File: src/rtl/brk_ctrl.sv
// Trap/break controller: captures break or interrupt, drains the pipeline,
// vectors fetch to the handler and returns on eret.
module brk_ctrl #(
    parameter logic [31:0] VEC_BASE     = 32'h0000_0100,
    parameter int unsigned DRAIN_CYCLES = 3
) (
    input  logic        clk,
    input  logic        rst,
    input  logic        irq_req,
    input  logic [2:0]  irq_cause,
    input  logic        sw_brk,
    input  logic        eret,
    input  logic [31:0] id_pc,
    input  logic        hazard_stall,
    output logic        PCWrite,
    output logic        brk,
    output logic [31:0] brk_vec,
    output logic        flush,
    output logic [31:0] epc,
    output logic [3:0]  cause,
    output logic        in_service
);

    localparam logic [3:0] DRAIN_LOAD = 4'(DRAIN_CYCLES - 1);

    typedef enum logic [2:0] {
        RUN     = 3'd0,
        DRAIN   = 3'd1,
        VECTOR  = 3'd2,
        SERVICE = 3'd3,
        RETURN  = 3'd4
    } state_t;

    state_t      state_q, state_d;
    logic [3:0]  cnt_q, cnt_d;
    logic [31:0] epc_q, epc_d;
    logic [3:0]  cause_q, cause_d;
    logic [31:0] brk_vec_q, brk_vec_d;

    always_ff @(posedge clk or posedge rst) begin
        if (rst) begin
            state_q   <= RUN;
            cnt_q     <= '0;
            epc_q     <= '0;
            cause_q   <= '0;
            brk_vec_q <= '0;
        end else begin
            state_q   <= state_d;
            cnt_q     <= cnt_d;
            epc_q     <= epc_d;
            cause_q   <= cause_d;
            brk_vec_q <= brk_vec_d;
        end
    end

    // brk_vec is loaded on entry to VECTOR/RETURN so it is stable while brk is high
    always_comb begin
        state_d   = state_q;
        cnt_d     = cnt_q;
        epc_d     = epc_q;
        cause_d   = cause_q;
        brk_vec_d = brk_vec_q;
        case (state_q)
            RUN: begin
                if (sw_brk || irq_req) begin
                    epc_d   = id_pc;
                    cause_d = sw_brk ? 4'h0 : {1'b1, irq_cause};
                    cnt_d   = DRAIN_LOAD;
                    state_d = DRAIN;
                end
            end
            DRAIN: begin
                if (cnt_q == 4'd0) begin
                    state_d   = VECTOR;
                    brk_vec_d = VEC_BASE + 32'({cause_q, 4'b0000});
                end else begin
                    cnt_d = cnt_q - 4'd1;
                end
            end
            VECTOR: state_d = SERVICE;
            SERVICE: begin
                if (eret) begin
                    state_d   = RETURN;
                    brk_vec_d = epc_q;
                end
            end
            RETURN:  state_d = RUN;
            default: state_d = RUN;
        endcase
    end

    assign brk        = (state_q == VECTOR) || (state_q == RETURN);
    assign flush      = (state_q == DRAIN) && (cnt_q == DRAIN_LOAD);
    assign in_service = (state_q == SERVICE) || (state_q == RETURN);
    // rst gating keeps PCWrite low while reset is held even though state reads RUN
    assign PCWrite    = ((state_q == RUN) || (state_q == SERVICE)) && !hazard_stall && !rst;
    assign brk_vec    = brk_vec_q;
    assign epc        = epc_q;
    assign cause      = cause_q;

endmodule

File: config.mk
export PLATFORM = sky130hd
export DESIGN_NAME = brk_ctrl
export DESIGN_NICKNAME = d
export VERILOG_FILES = /design/src/rtl/brk_ctrl.sv
export SDC_FILE = /design/constraint.sdc
export NUM_CORES = 1
export LEC_CHECK = 0
export ABC_AREA = 1
export CORE_MARGIN = 8
export CORE_UTILIZATION = 34
export DETAILED_ROUTE_END_ITERATION = 16
export PLACE_DENSITY = 0.66
export SETUP_SLACK_MARGIN = 0.1
export SLEW_MARGIN = 10
export SYNTH_ARGS = -nofsm -noshare
export SYNTH_HDL_FRONTEND = slang
export SYNTH_SLANG_ARGS = --single-unit
File: constraint.sdc
create_clock -name clk -period 2.5 [get_ports clk]
set_clock_uncertainty 0.2 [all_clocks]
set_input_delay 0.375 -clock clk [delete_from_list [all_inputs] [get_ports clk]]
set_output_delay 0.375 -clock clk [all_outputs]
set_load 0.1 [all_outputs]
==> flow_summary_export.csv, run 1 <==
group,metric,value,unit
status,outcome,"complete, no violations",
clocking,cts_buffers,9,
global_routing,first_global_vias,2751,
finish,n_antenna_cell,0,
worst_setup_path,cp_slowest_stage_delay,0.46,ns
clocking,cts_repair_resize_count,0,
drt,wl,8290,um
sta,finalSetupViolCount,0,
synthesis,netlist.area_leader.share,0.601,
clocking,clock_buffer_depth,2,
floorplan,placement_rows,35,
global_routing,antenna_found_initial,0,
synthesis,yosys.cell_count.top_type,"sky130_fd_sc_hd__nand2_1",
sta,fmax,450,MHz
synthesis,synthArstFlopShare,1.00,
synthesis,yosys_warnings,0,
sta,min_period,2.22,ns
floorplan,initial_core_util,0.345,
sta,hold_viol_final,0,
drt,drt-vias-per-instance,4.43,
sta,number_of_max_slew_violations_in_the_final_report,0,
synthesis,ys_dominant_reg_cell,"sky130_fd_sc_hd__dfrtp_1",
synthesis,synth-seq-area-share,0.601,
sta,slew_headroom,0.525,
global_routing,overflow,0,
synthesis,post_synth_num_cell_types,22,
synthesis,synth.top_cells.by_area,"sky130_fd_sc_hd__dfrtp_1 60%, sky130_fd_sc_hd__nand2_1 28%, sky130_fd_sc_hd__inv_1 1.9%",
clocking,cts.sink_count,75,
global_routing,global_route_wire_length_before_repair,13800,um
worst_setup_path,critPathRequiredTime,1.92,ns
min_path,hold_path.class,"reg -> reg",
sta,final_critical_path_setup_slack,0.279,ns
place,placement.io_buffers,112,
worst_setup_path,critPathMaxFanout,6,
place,post-dp-hpwl,6020,um
synthesis,avgSynthCellArea,8.42,sq um
sta,slew_at_the_pin_closest_to_its_max_slew_limit,0.710,ns
synthesis,syn-cell-area,3120,sq um
drt,wire_per_inst,13.8,um
floorplan,coreArea,9060,sq um
sta,grt_setup_unrepaired,"no",
worst_setup_path,timing.critical_path.arrival,1.65,ns
worst_setup_path,critical_setup_path_kind,"reg -> out",
worst_setup_path,startpoint_type,"register",
worst_setup_path,worstPathCellList,"nor2_2 > nand2_1 > a211oi_4 > buf_12",
finish,post_route_cells_drive_above_1_share,0.206,
floorplan,chipHeight,112,um
drt,detailedRoute.firstIterationViolations,128,
floorplan,die_area,12500,sq um
worst_setup_path,critical-path-slowest-cell,"sky130_fd_sc_hd__dfrtp_1",
global_routing,grt_usage,0.138,
drt,post-route-drc-count,0,
floorplan,chipWidth,112,um
place,pre_cts_ws,0.443,ns
sta,final_min_period_over_clock_period,0.889,
clocking,ctsHtreeMaxLevel,3,
place,finalWeightedCongestion,0.746,
synthesis,synth_cells,371,
worst_setup_path,critPathBufInv,1,
drt,dr_total_vias,2665,
clocking,cts.hold.buffers_added,0,
drt,first_pass_iters,6,
clocking,tritoncts,"done",
clocking,worst_setup_hold_path_clk_slew,0.08,ns
clocking,clkLatencyLatePin,0.35,ns
synthesis,ys_ff_latch,75,
clocking,cts_root_buf,"sky130_fd_sc_hd__clkbuf_8",
synthesis,synth_edf_count,0,
run,max-cap-violations,0,
finish,fillers,885,
worst_setup_path,critical_path.endpoint_type,"output pin",
sta,tns,0,ns
finish,layout-area-overhead-vs-synth,43.3,%
floorplan,ioPinCount,113,
synthesis,yosys-top-cells-count,"230 x sky130_fd_sc_hd__nand2_1, 75 x sky130_fd_sc_hd__dfrtp_1, 16 x sky130_fd_sc_hd__inv_1",
clocking,cts_setup_buffers,0,
finish,nets,530,
drt,ant_nets,0,
synthesis,synth_nets,415,
synthesis,cell_type_with_the_highest_aggregate_area_in_the_netlist,"sky130_fd_sc_hd__dfrtp_1",
global_routing,grt_max_degree,76,
worst_setup_path,cp_top_family,"flip-flops",
metrics by stage:
step                std cells  cell area, sq um  utilization  hold slack (ns)
floorplan                 371              3140            -            0.276
global placement          586              4250        0.469            0.256
detailed placement        586              4250        0.469            0.260
CTS                       601              4480        0.494            0.280
global route              601              4480        0.494            0.313
finish                    601              4480        0.494            0.276
layout make-up:
type                       instances  area [sq um]  share of cell area
tap                              111           139              0.0310
clock buffer                      10           128              0.0285
sequential                        75          1880               0.419
timing repair buffer             117          1050               0.235
clock inverter                     5           103              0.0229
multi-input combinational        266          1110               0.248
inverter                          17          67.6              0.0151
state kept, by name (all words and copies together), names as in the netlist:
| register | count |
|---|---|
| brk_vec | 32 |
| cause | 4 |
| cnt_q | 4 |
| epc | 32 |
| state_q | 3 |
placed cells by master, fill, tap and decap left out, drive strengths merged:
| cell | n |
|---|---|
| a21oi | 1 |
| clkbuf | 10 |
| ha | 3 |
| inv | 16 |
| clkdlybuf4s50 | 40 |
| bufinv | 3 |
| dfrtp | 75 |
| nor2 | 12 |
| or2 | 1 |
| buf | 77 |
| xor2 | 1 |
| o21ai | 7 |
| nand4 | 1 |
| clkinv | 1 |
| nand2 | 230 |
| nand3 | 8 |
| clkinvlp | 2 |
| a211oi | 1 |
| a31oi | 1 |
path summary, 6_finish.rpt:
path	start	to	slack, ns	cells after the start
worst max-delay path	state_q[0]	PCWrite	0.28	4
worst min-delay path	brk_vec[25]	brk_vec[25]	0.28	2
worst max register to register	cnt_q[0]	brk_vec[4]	0.57	7
worst min register to register	brk_vec[25]	brk_vec[25]	0.28	2
max in group asynchronous	rst	brk_vec[7]	1.39	3
min in group asynchronous	rst	cnt_q[0]	0.36	3
logic make-up after synthesis:
kind of cell    synth area share
fa+ha+maj                 0.0120
simple gates               0.319
flops                      0.601
compound gates            0.0172
buf+inv                   0.0485
xor+xnor                 0.00280
layer usage:
layer / vias to the layer above / part of all wire / global-route usage
met5: - / 0 / 0
met3: 11 / 0.059 / 0.0444
met1: 1233 / 0.44 / 0.159
met2: 74 / 0.48 / 0.228
met4: 0 / 0.014 / 0.0620
li1: 1347 / - / -
worst reg2reg max path, stage by stage (launching register included):
cell and delay [ns]:
sky130_fd_sc_hd__dfrtp_1 0.35, sky130_fd_sc_hd__inv_1 0.10, sky130_fd_sc_hd__ha_1 0.21, sky130_fd_sc_hd__nand3_1 0.12, sky130_fd_sc_hd__nor2_1 0.09, sky130_fd_sc_hd__nor2_4 0.55
sky130_fd_sc_hd__nand2_1 0.16, sky130_fd_sc_hd__nand2_1 0.09
Power of run 1 is not shown: default switching activity piles up to over one toggle a cycle in this logic, so the estimate is an artifact.
==> run 2: changes to the inputs <==
- CORE_ASPECT_RATIO: not set -> 0.75
==> run 2 against run 1 <==
  * First-iteration DRC count up 65%
  * Via count is 0.68% higher
  * Largest cell class unchanged
  * Non-clock buffer count unchanged
  * Die area grew 0.25%
  * Global-route usage is 0.54 points higher
  * Sequential share of layout area fell by 0.49 points
  * Cell area up 1.2%
  * Clock-buffer cell count up 1
==> flow_summary_export.csv, run 2 (synthesized netlist as in run 1, its figures left out) <==
group,metric,value,unit
status,outcome,"complete, no violations",
drt,wire_per_inst,14.3,um
sta,hold_viol_final,0,
clocking,ctsHtreeMaxLevel,3,
drt,dr_total_vias,2683,
clocking,tritoncts,"done",
sta,slew_headroom,0.483,
clocking,cts_root_buf,"sky130_fd_sc_hd__clkbuf_16",
place,finalWeightedCongestion,0.784,
global_routing,grt_usage,0.143,
global_routing,global_route_wire_length_before_repair,14300,um
drt,drt-vias-per-instance,4.46,
min_path,hold_path.class,"reg -> reg",
min_path,min-delay-start,"brk_vec[20]",
finish,n_antenna_cell,0,
place,post-dp-hpwl,6220,um
drt,post-route-drc-count,0,
clocking,cts_repair_resize_count,0,
floorplan,chipWidth,127,um
place,placement.io_buffers,112,
clocking,worst_setup_hold_path_clk_slew,0.06,ns
global_routing,antenna_found_initial,0,
finish,layout_commonest_cell,"sky130_fd_sc_hd__nand2_1",
run,max-cap-violations,0,
sta,slew_at_the_pin_closest_to_its_max_slew_limit,0.773,ns
sta,grt_setup_unrepaired,"no",
clocking,cts_setup_buffers,0,
worst_setup_path,timing.reg2reg.worst_path_depth,7,
sta,final_min_period_over_clock_period,0.912,
finish,area.sequential,1880,sq um
global_routing,overflow,0,
finish,final_cell_mix,"230 x sky130_fd_sc_hd__nand2_1, 75 x sky130_fd_sc_hd__dfrtp_1, 72 x sky130_fd_sc_hd__buf_4, 40 x sky130_fd_sc_hd__clkdlybuf4s50_1, 15 x sky130_fd_sc_hd__inv_1",
worst_setup_path,critPathRequiredTime,1.92,ns
worst_setup_path,timing.critical_path.arrival,1.70,ns
floorplan,coreArea,9010,sq um
clocking,clock_buffer_depth,2,
clocking,clkLatencyLatePin,0.32,ns
clocking,cts.sink_count,75,
worst_setup_path,critical_path.endpoint_type,"output pin",
sta,fmax,439,MHz
worst_setup_path,r2r_end,"brk_vec[22]",
worst_setup_path,worstReg2RegStart,"cnt_q[1]",
sta,min_period,2.28,ns
drt,wl,8640,um
clocking,cts.hold.buffers_added,0,
drt,detailedRoute.firstIterationViolations,211,
sta,tns,0,ns
finish,post_route_cells_drive_above_1_share,0.206,
global_routing,first_global_vias,2677,
finish,layout-area-overhead-vs-synth,45.0,%
floorplan,ioPinCount,113,
floorplan,die_area,12500,sq um
finish,multi_input_area,1110,sq um
worst_setup_path,startpoint_type,"register",
min_path,min_to,"brk_vec[20]",
floorplan,chipHeight,99.0,um
min_path,worst_hold_path.num_cells,2,
worst_setup_path,critical_setup_path_kind,"reg -> out",
drt,first_pass_iters,4,
clocking,cts_buffers,9,
finish,fillers,858,
sta,finalSetupViolCount,0,
drt,ant_nets,0,
finish,nets,530,
global_routing,grt_max_degree,76,
worst_setup_path,ff2ff_setup_slack,0.56,ns
floorplan,initial_core_util,0.347,
floorplan,placement_rows,30,
worst_setup_path,critPathMaxFanout,6,
sta,number_of_max_slew_violations_in_the_final_report,0,
## run 2: area by class of cell
cell class | count | share of cell area
Multi-Input combinational cell | 266 | 0.245
Tap cell | 112 | 0.0309
Sequential cell | 75 | 0.414
Timing Repair Buffer | 117 | 0.230
Clock inverter | 4 | 0.0113
Clock buffer | 11 | 0.0536
Inverter | 17 | 0.0149
## run 2: critical path: stages (launching register included)
cell                       delay (ns)
sky130_fd_sc_hd__dfrtp_1         0.45
sky130_fd_sc_hd__nor2_2          0.22
sky130_fd_sc_hd__nand2_1         0.20
sky130_fd_sc_hd__a211oi_4        0.29
sky130_fd_sc_hd__buf_12          0.21
## run 2: worst max-delay path by stage
stage,startpoint,to,slack [ns],cells after the start
3_5_place_dp,sw_brk,epc[14],0.37,8
6_report,state_q[0],PCWrite,0.22,4
4_1_cts,state_q[0],PCWrite,0.21,4
2_1_floorplan,state_q[0],PCWrite,0.27,3
3_3_place_gp,eret,brk_vec[22],0.44,6
5_1_grt,state_q[0],PCWrite,0.11,4
## run 2: routing by layer
layer,share of wire,vias up,track usage
li1,-,1350,-
met1,0.50,1244,0.204
met2,0.42,83,0.200
met3,0.066,6,0.0458
met4,0.011,0,0.0438
met5,0,-,0
## run 2: through the flow
step | utilization | hold WS, ns | instance area, sq um | setup slack, ns | cells
after detailed placement | 0.470 | 0.260 | 4240 | 0.373 | 587
after global routing | 0.503 | 0.292 | 4530 | 0.112 | 602
after global placement | 0.470 | 0.256 | 4240 | 0.444 | 587
after CTS | 0.503 | 0.275 | 4530 | 0.214 | 602
final | 0.503 | 0.274 | 4530 | 0.221 | 602
after floorplan | - | 0.276 | 3140 | 0.272 | 371
Power of run 2 is left out for the same reason.
